--- src/rtl/muldiv_sequencer.sv ---
// muldiv_sequencer: sequences the shared iterative multiplier/divider and owns architectural HI/LO.
// Latency: accept -> start pulse 1 cycle; unit done -> HI/LO update, result_valid and busy low 1 cycle.
// Backpressure: requests are accepted only in IDLE; while busy, stall is raised combinationally to hold
//    the requester (op_valid) or an MFHI/MFLO reader (mf_req).
//
// Ports:
//    clock, reset          rising-edge clock, asynchronous active-low reset
//    op_valid/op_code      request from control unit (00 MULT, 01 DIV, 10 MTHI, 11 MTLO)
//    rs_data, rt_data      operands (rs_data is also the MTHI/MTLO source)
//    mf_req, flush         HI/LO read request, pipeline flush
//    mul_start, div_start  one-cycle start pulses; unit_a/unit_b latched operands
//    mul_*/div_*           unit done strobes and result halves
//    hi, lo                architectural HI/LO
//    busy, stall           run-state indicator, pipeline stall request
//    result_valid          pulse when MULT/DIV result lands in HI/LO
//    div_zero, timeout     sticky status of the last accepted operation
module muldiv_sequencer #(
   parameter int TIMEOUT = 40,
   parameter int CNT_W   = 6
) (
   input  logic        clock,
   input  logic        reset,
   input  logic        op_valid,
   input  logic [1:0]  op_code,
   input  logic [31:0] rs_data,
   input  logic [31:0] rt_data,
   input  logic        mf_req,
   input  logic        flush,
   output logic        mul_start,
   output logic        div_start,
   output logic [31:0] unit_a,
   output logic [31:0] unit_b,
   input  logic        mul_done,
   input  logic [31:0] mul_hi,
   input  logic [31:0] mul_lo,
   input  logic        div_done,
   input  logic [31:0] div_hi,
   input  logic [31:0] div_lo,
   output logic [31:0] hi,
   output logic [31:0] lo,
   output logic        busy,
   output logic        stall,
   output logic        result_valid,
   output logic        div_zero,
   output logic        timeout
);

   typedef enum logic [1:0] {IDLE, MUL_RUN, DIV_RUN} state_t;
   typedef enum logic [1:0] {OP_MULT, OP_DIV, OP_MTHI, OP_MTLO} op_t;

   // Last run cycle before abort: the counter starts at 0 on the first run cycle.
   localparam logic [CNT_W-1:0] CNT_LIMIT = CNT_W'(TIMEOUT - 1);

   state_t            state, state_nxt;
   logic [CNT_W-1:0]  cnt, cnt_nxt;
   logic [31:0]       hi_nxt, lo_nxt, a_nxt, b_nxt;
   logic              mul_start_nxt, div_start_nxt, rv_nxt, dz_nxt, to_nxt;

   assign busy  = (state != IDLE);
   assign stall = busy & (op_valid | mf_req);

   always_ff @(posedge clock or negedge reset) begin
      if (!reset) begin
         state        <= IDLE;
         cnt          <= '0;
         hi           <= '0;
         lo           <= '0;
         unit_a       <= '0;
         unit_b       <= '0;
         mul_start    <= 1'b0;
         div_start    <= 1'b0;
         result_valid <= 1'b0;
         div_zero     <= 1'b0;
         timeout      <= 1'b0;
      end else begin
         state        <= state_nxt;
         cnt          <= cnt_nxt;
         hi           <= hi_nxt;
         lo           <= lo_nxt;
         unit_a       <= a_nxt;
         unit_b       <= b_nxt;
         mul_start    <= mul_start_nxt;
         div_start    <= div_start_nxt;
         result_valid <= rv_nxt;
         div_zero     <= dz_nxt;
         timeout      <= to_nxt;
      end
   end

   always_comb begin
      state_nxt     = state;
      cnt_nxt       = cnt;
      hi_nxt        = hi;
      lo_nxt        = lo;
      a_nxt         = unit_a;
      b_nxt         = unit_b;
      mul_start_nxt = 1'b0;
      div_start_nxt = 1'b0;
      rv_nxt        = 1'b0;
      dz_nxt        = div_zero;
      to_nxt        = timeout;

      case (state)
         IDLE: begin
            // A flush in the same cycle drops the request entirely.
            if (op_valid && !flush) begin
               dz_nxt = 1'b0;
               to_nxt = 1'b0;
               case (op_t'(op_code))
                  OP_MULT: begin
                     a_nxt         = rs_data;
                     b_nxt         = rt_data;
                     mul_start_nxt = 1'b1;
                     cnt_nxt       = '0;
                     state_nxt     = MUL_RUN;
                  end
                  OP_DIV: begin
                     if (rt_data == 32'd0) begin
                        // Divide by zero never reaches the divider.
                        dz_nxt = 1'b1;
                     end else begin
                        a_nxt         = rs_data;
                        b_nxt         = rt_data;
                        div_start_nxt = 1'b1;
                        cnt_nxt       = '0;
                        state_nxt     = DIV_RUN;
                     end
                  end
                  OP_MTHI: hi_nxt = rs_data;
                  OP_MTLO: lo_nxt = rs_data;
                  default: ;
               endcase
            end
         end
         MUL_RUN, DIV_RUN: begin
            cnt_nxt = cnt + 1'b1;
            // Priority: flush, then the selected unit's done, then the timeout limit.
            if (flush) begin
               state_nxt = IDLE;
            end else if (state == MUL_RUN && mul_done) begin
               hi_nxt    = mul_hi;
               lo_nxt    = mul_lo;
               rv_nxt    = 1'b1;
               state_nxt = IDLE;
            end else if (state == DIV_RUN && div_done) begin
               hi_nxt    = div_hi;
               lo_nxt    = div_lo;
               rv_nxt    = 1'b1;
               state_nxt = IDLE;
            end else if (cnt == CNT_LIMIT) begin
               to_nxt    = 1'b1;
               state_nxt = IDLE;
            end
         end
         default: state_nxt = IDLE;
      endcase
   end

endmodule

--- config.mk ---
export PLATFORM = sky130hd
export DESIGN_NAME = muldiv_sequencer
export DESIGN_NICKNAME = d
export VERILOG_FILES = /design/src/rtl/muldiv_sequencer.sv
export SDC_FILE = /design/constraint.sdc
export NUM_CORES = 1
export LEC_CHECK = 0
export CORE_MARGIN = 3
export CORE_UTILIZATION = 41
export CTS_BUF_LIST = sky130_fd_sc_hd__clkbuf_8 sky130_fd_sc_hd__clkbuf_16
export DETAILED_ROUTE_END_ITERATION = 16
export PLACE_DENSITY = 0.87
export RECOVER_POWER = 50
export SYNTH_ARGS = -nofsm -noshare
export SYNTH_HDL_FRONTEND = slang
export SYNTH_SLANG_ARGS = --single-unit
--- constraint.sdc ---
create_clock -name clock -period 2.4 [get_ports clock]
set_clock_uncertainty 0.05 [all_clocks]
set_input_delay 0.72 -clock clock [delete_from_list [all_inputs] [get_ports clock]]
set_output_delay 0.72 -clock clock [all_outputs]
set_load 0.005 [all_outputs]
# [After elaboration in Yosys (flattened, before gate mapping)]
# Index checks and enable logic that the tools add are counted.
[word_totals] register_bits=141 inputBits=201 output_inout_bits=135 wordCells=97
[classes] addsub=1 n_eq_ne=18 n_mux=47 bitwise_logic=2 n_reduce_logical=18
[op_table] operator="$mux W32" n=12
[op_table] operator="$pmux W32 S2" n=4
[op_table] operator="$logic_not A32 Y1" n=1
[op_table] operator="$pmux W6 S2" n=2
[op_table] operator="$mux W1" n=18
[op_table] operator="$mux W2" n=6
[op_table] operator="$mux W6" n=2
[op_table] operator="$ne A2 B2 Y1 const B" n=6
[op_table] operator="$reduce_and A4 Y1" n=3
[op_table] operator="$reduce_and A5 Y1" n=2
[op_table] operator="$pmux W2 S2" n=2
[op_table] operator="$add A6 B1 Y6 const B" n=1
[op_table] operator="$eq A2 B2 Y1 const B" n=3
[op_table] operator="$eq A6 B6 Y1 const B" n=1
[op_table] operator="$ne A3 B3 Y1 const B" n=2
[op_table] operator="$reduce_and A6 Y1" n=1
[op_table] operator="$reduce_bool A2 Y1" n=3
[op_table] operator="$ne A5 B5 Y1 const B" n=1
[op_table] operator="$eq A2 B1 Y1 const B" n=2
[op_table] operator="$logic_not A2 Y1" n=2
[op_table] operator="$ne A2 B1 Y1 const B" n=2
[op_table] operator="$logic_and A1 B1 Y1" n=3
[op_table] operator="$ne A3 B1 Y1 const B" n=1
[op_table] operator="$pmux W1 S2" n=1
[op_table] operator="5 further kinds" n=5

# [Longest topological paths before layout]
[depth] ltp_word=6 mapped_depth=9 ltp_nobuf=7

# [Worst setup path after synthesis]
# No wires, ideal clock.
[synth_timing] kind="input-to-reg" from="input port rt_data[16]" to="register cnt[0]" setup_ps=125 arrival_ps=2244 t_required_ps=2225 setup_slack_ps=-19 cell_stages=6 n_path_buf=1 cell_sequence="nor4_1 > nand2_1 > or4_1 > buf_2 > o21a_4 > mux2_4"
[synth_between] elab_chain_len=3
[synth_rtl] element="from (decl)" line="26" rtl="input logic [31:0] rt_data,"
[synth_rtl] element="$logic_not A32 Y1" line="118" rtl="if (rt_data == 32'd0) begin"
[synth_rtl] element="$ne A3 B3 Y1 (no line)"
[synth_rtl] element="$reduce_and A4 Y1 (no line)"
[synth_rtl] element="to (signal assigned)" line="77" rtl="cnt <= cnt_nxt;"
[synth_rtl] element="to (decl)" line="55" rtl="logic [CNT_W-1:0] cnt, cnt_nxt;"
# Every way passes these cells.
# A chain may end at the register's enable or synchronous reset.

# [Final worst setup path]
[layout_timing] from="input port rt_data[29]" to="register cnt[0]"
# Same word-level chain as after synthesis.

==> impl_summary.md <==
Critical path
The setup path with the least slack is of type input pin to register. Among all stages on the critical path, the largest delay is contributed by or4_4. The worst path arrival time is 2.71 ns.

For this run, the slowest stage of the critical path takes 0.51 ns. STA puts the critical path data required time at 2.65 ns. Of all nets on the critical path, the largest fanout is 2. The register-to-register path setup slack is 0.13 ns.

The element type at the critical path end is a register. Counting both buffers and inverters, the worst setup path holds a total of 2. The signal on the critical path passes through dlygate4sd2_1 -> nor4_2 -> nand2_1 -> buf_4 -> or4_4 -> o21a_4 -> mux2_4.

Among cell families on the critical path, the largest total delay comes from simple AND/OR/NAND/NOR gates. The worst setup path is launched from an input pin.

Synth
The count of distinct cell types in the synthesized netlist is 34. Yosys printed 0 warnings. The synthesized design contains 141 register bits. Counting every net in the synthesized netlist gives 832.

The instance count of the mapped netlist is 627. The average footprint of a synthesized cell is 10.6 um2. The mapped netlist covers 6660 um2. Sequential elements use 52.9% of the synthesized area.

Detailed routing
The total vias in the final route is 6714. The per-cell routed wire length is 21.1 um. The number of optimization iterations in the first detailed-route pass is 5. The total wirelength of the detailed-routed design is 25900 um. For this run, design rule violations remaining after detail routing come to 0.

In the routed layout, each cell is associated on average with a via count of 5.47. The detail route stage leaves a number of antenna-violating nets equal to 0. The detailed router finished its first iteration with 347 violations.

Global route
After global routing the overflow that remains totals 0. Entering global routing, the biggest net connects 79 pins. The number of antenna violations at the first check in global routing is 0. In the global route stage, overall resource usage came out at 27.2%. The number of global-route vias before repair is 6923. The wire length of the first global-routing pass is 37400 um.

Power
The combinational share of power is 49.9%. The clock share of power is 19.6%. The relative contribution of sequential cells to total power is 30.6%. Internal power comes to 0.00914 W. The worst supply voltage drop on vdd is 0.000703 V. For this design the total switching power over the nets is 0.00459 W. After layout, the design draws a total of 0.0137 W. The switching fraction of total power is 33.4%. The power density over the cells is 1180 nW/um2. Summed over all cells, the static leakage comes to 5.22 nW.

Timing
The count of final max-slew check failures came to 25. At the pin with the least slew margin, the transition time is 1.62 ns. The final worst setup slack is -0.0523 ns.

The final clock period utilization by the worst path is 102%. The number of hold-slack violations in the final timing report is 0. The routed design could run at a clock period as short as 2.45 ns.

Setup violations remaining at the end of the flow were counted as 66. Derived from the worst setup path, the maximum achievable clock frequency is 0.408 GHz. Headroom to the max-slew limit came out at -8.25%.

Final layout
The final cell utilization of the core is 74.9%. Compared with the post-synthesis result, the final layout area differs by 74.6%. Leaving out fill and tap cells, the most frequent cells in the layout are clkdlybuf4s50_1, nand2_1, dfrtp_1, buf_4, nor2_1. The number of antenna diodes is 0. The share of layout cells above drive strength 1 is 17.4%. The number of fillers in the final layout is 1040.

The number of nets in the final layout is 1208. Leaving out fill and tap cells, the most frequent cell in the layout is clkdlybuf4s50_1.

Clocking
The clock reaches the later pin of the worst-skew pair after 0.42 ns. The CTS root buffer is clkbuf_16. The number of hold buffers added after cts is 0.

The number of H-tree branching levels is 4. Buffers inserted during clock tree synthesis total 17. After clock tree synthesis, the clock-pin slew on the worst setup and hold paths is 0.06 ns. TritonCTS built the clock tree. CTS saw 141 sinks. The maximum root-to-sink buffer count is 2.

Placed design
The post-placement worst setup slack is -0.520 ns. The placer's final routability congestion estimate is 0.909. The number of buffers inserted by port buffering is 335.

Detailed placement ended at an HPWL of 18100 um.

Floorplanning
The placement row count is 45. The initial core utilization is 42.9%. In this run the horizontal extent of the chip is 133 um.

The floorplan die area is 17800 um2. The floorplan step set the die height to 133 um. 336 I/O pins were placed. After floorplanning, the core was sized to cover 15500 um2.

Outcome
The flow ran to the end, but the final reports show violations. The final reports fail on max-capacitance violations, max-slew violations, negative setup slack.

Hold path
The class of the most critical hold timing path is register to register.

Flow run
The number of max-capacitance violations reported is 1.
-- state kept, by name (all words and copies together) (netlist names) --
register,count
unit_b,32
unit_a,32
result_valid,1
mul_start,1
div_zero,1
lo,32
div_start,1
state,2
cnt,6
timeout,1
hi,32
-- final timing paths --
path                            cells past startpoint                endpoint            startpoint
worst max-delay path                                7      cnt[0]$_DFFE_PN0P_           rt_data[29]
worst min-delay path                                1      hi[26]$_DFFE_PN0P_    hi[26]$_DFFE_PN0P_
worst max register to register                      7  unit_b[28]$_DFFE_PN0P_  state[0]$_DFFE_PN0P_
worst min register to register                      1      hi[26]$_DFFE_PN0P_    hi[26]$_DFFE_PN0P_
max in group asynchronous                           2     div_start$_DFF_PN0_                 reset
min in group asynchronous                           1   unit_a[6]$_DFFE_PN0P_                 reset
-- worst reg2reg max path, cell delays in order, from the launching register on --
cell and delay [ns]:
dfrtp_1 0.38, inv_1 0.12, ha_4 0.20, buf_4 0.16, nand3_2 0.11, a21oi_4 0.51
clkbuf_16 0.30, mux2_1 0.33
-- timing repair --
action,in CTS,in global routing
pin swaps,8,10
gates resized for setup,25,56
buffers inserted,3,3
cloned,2,4
endpoints found under the setup margin,72,72
-- power by group through the flow --
stage	Combinational (W)	Sequential, W	Clock [W]
4_1_cts	0.00664	0.00417	0.00271
6_report	0.00685	0.00419	0.00268
3_5_place_dp	0.00651	0.00421	0
3_3_place_gp	0.00636	0.00412	0
5_1_grt	0.00729	0.00433	0.00282
2_1_floorplan	0.00252	0.00422	0
-- layer usage --
metal	vias up	part of all wire (%)	global-route usage, %
met3	78	8.3	7.59
li1	3006	-	-
met1	3294	36	31.0
met4	0	4.0	12.1
met5	-	0	0
met2	336	51	47.7
-- synthesized netlist by cell type --
library cell | instances | share of area (%)
nor3_1 | 2 | 0.15
and2_1 | 1 | 0.094
o211ai_1 | 10 | 1.1
nor2b_1 | 3 | 0.28
nand2b_1 | 1 | 0.094
nand3b_1 | 1 | 0.11
and3_1 | 1 | 0.094
a21oi_2 | 1 | 0.13
nor4_1 | 9 | 0.84
nand3_1 | 7 | 0.53
buf_2 | 11 | 0.83
o21ai_0 | 2 | 0.15
or3_1 | 1 | 0.094
nor3b_1 | 4 | 0.45
a22oi_1 | 1 | 0.11
ha_1 | 4 | 0.75
a21o_1 | 32 | 3.6
mux2_4 | 1 | 0.23
a21oi_1 | 2 | 0.15
mux2_2 | 33 | 5.6
nor4_2 | 1 | 0.19
dfrtp_1 | 141 | 53
inv_1 | 9 | 0.51
o21a_4 | 1 | 0.23
mux2i_1 | 2 | 0.30
a311oi_1 | 32 | 4.2
o311ai_0 | 1 | 0.13
o32ai_1 | 1 | 0.13
nor2_1 | 37 | 2.1
mux2_1 | 63 | 11
clkbuf_1 | 31 | 1.7
a31oi_1 | 33 | 3.1
nand2_1 | 147 | 8.3
or4_1 | 1 | 0.11
-- kinds of logic after synthesis --
kind of cell | after synthesis | share of synthesized area, %
DFF | 141 | 52.9
muxes | 99 | 16.7
AOI/OAI and AO/OA | 116 | 13.1
adders and majority gates | 4 | 0.751
buffers and inverters | 51 | 3.08
and+or+nand+nor | 216 | 13.4
-- cell type report --
type	instances	area (um2)	share of cell area, %
Timing Repair Buffer	399	4070	35.0
Inverter	9	33.8	0.290
Clock inverter	15	171	1.47
Sequential cell	141	3530	30.3
Tap cell	211	264	2.27
Clock buffer	17	425	3.66
Multi-Input combinational cell	435	3140	27.0
-- per-stage QoR --
stage,area [um2],hold slack [ns],cells,TNS (ns)
3_5_place_dp,10700,0.416,1183,-44.10
5_1_grt,11600,0.432,1227,-5.67
6_report,11600,0.427,1227,-1.58
3_3_place_gp,10700,0.409,1183,-40.33
2_1_floorplan,6700,0.374,627,0
4_1_cts,11400,0.109,1220,-1.45
No activity file was read; power rests on OpenSTA's default activity.
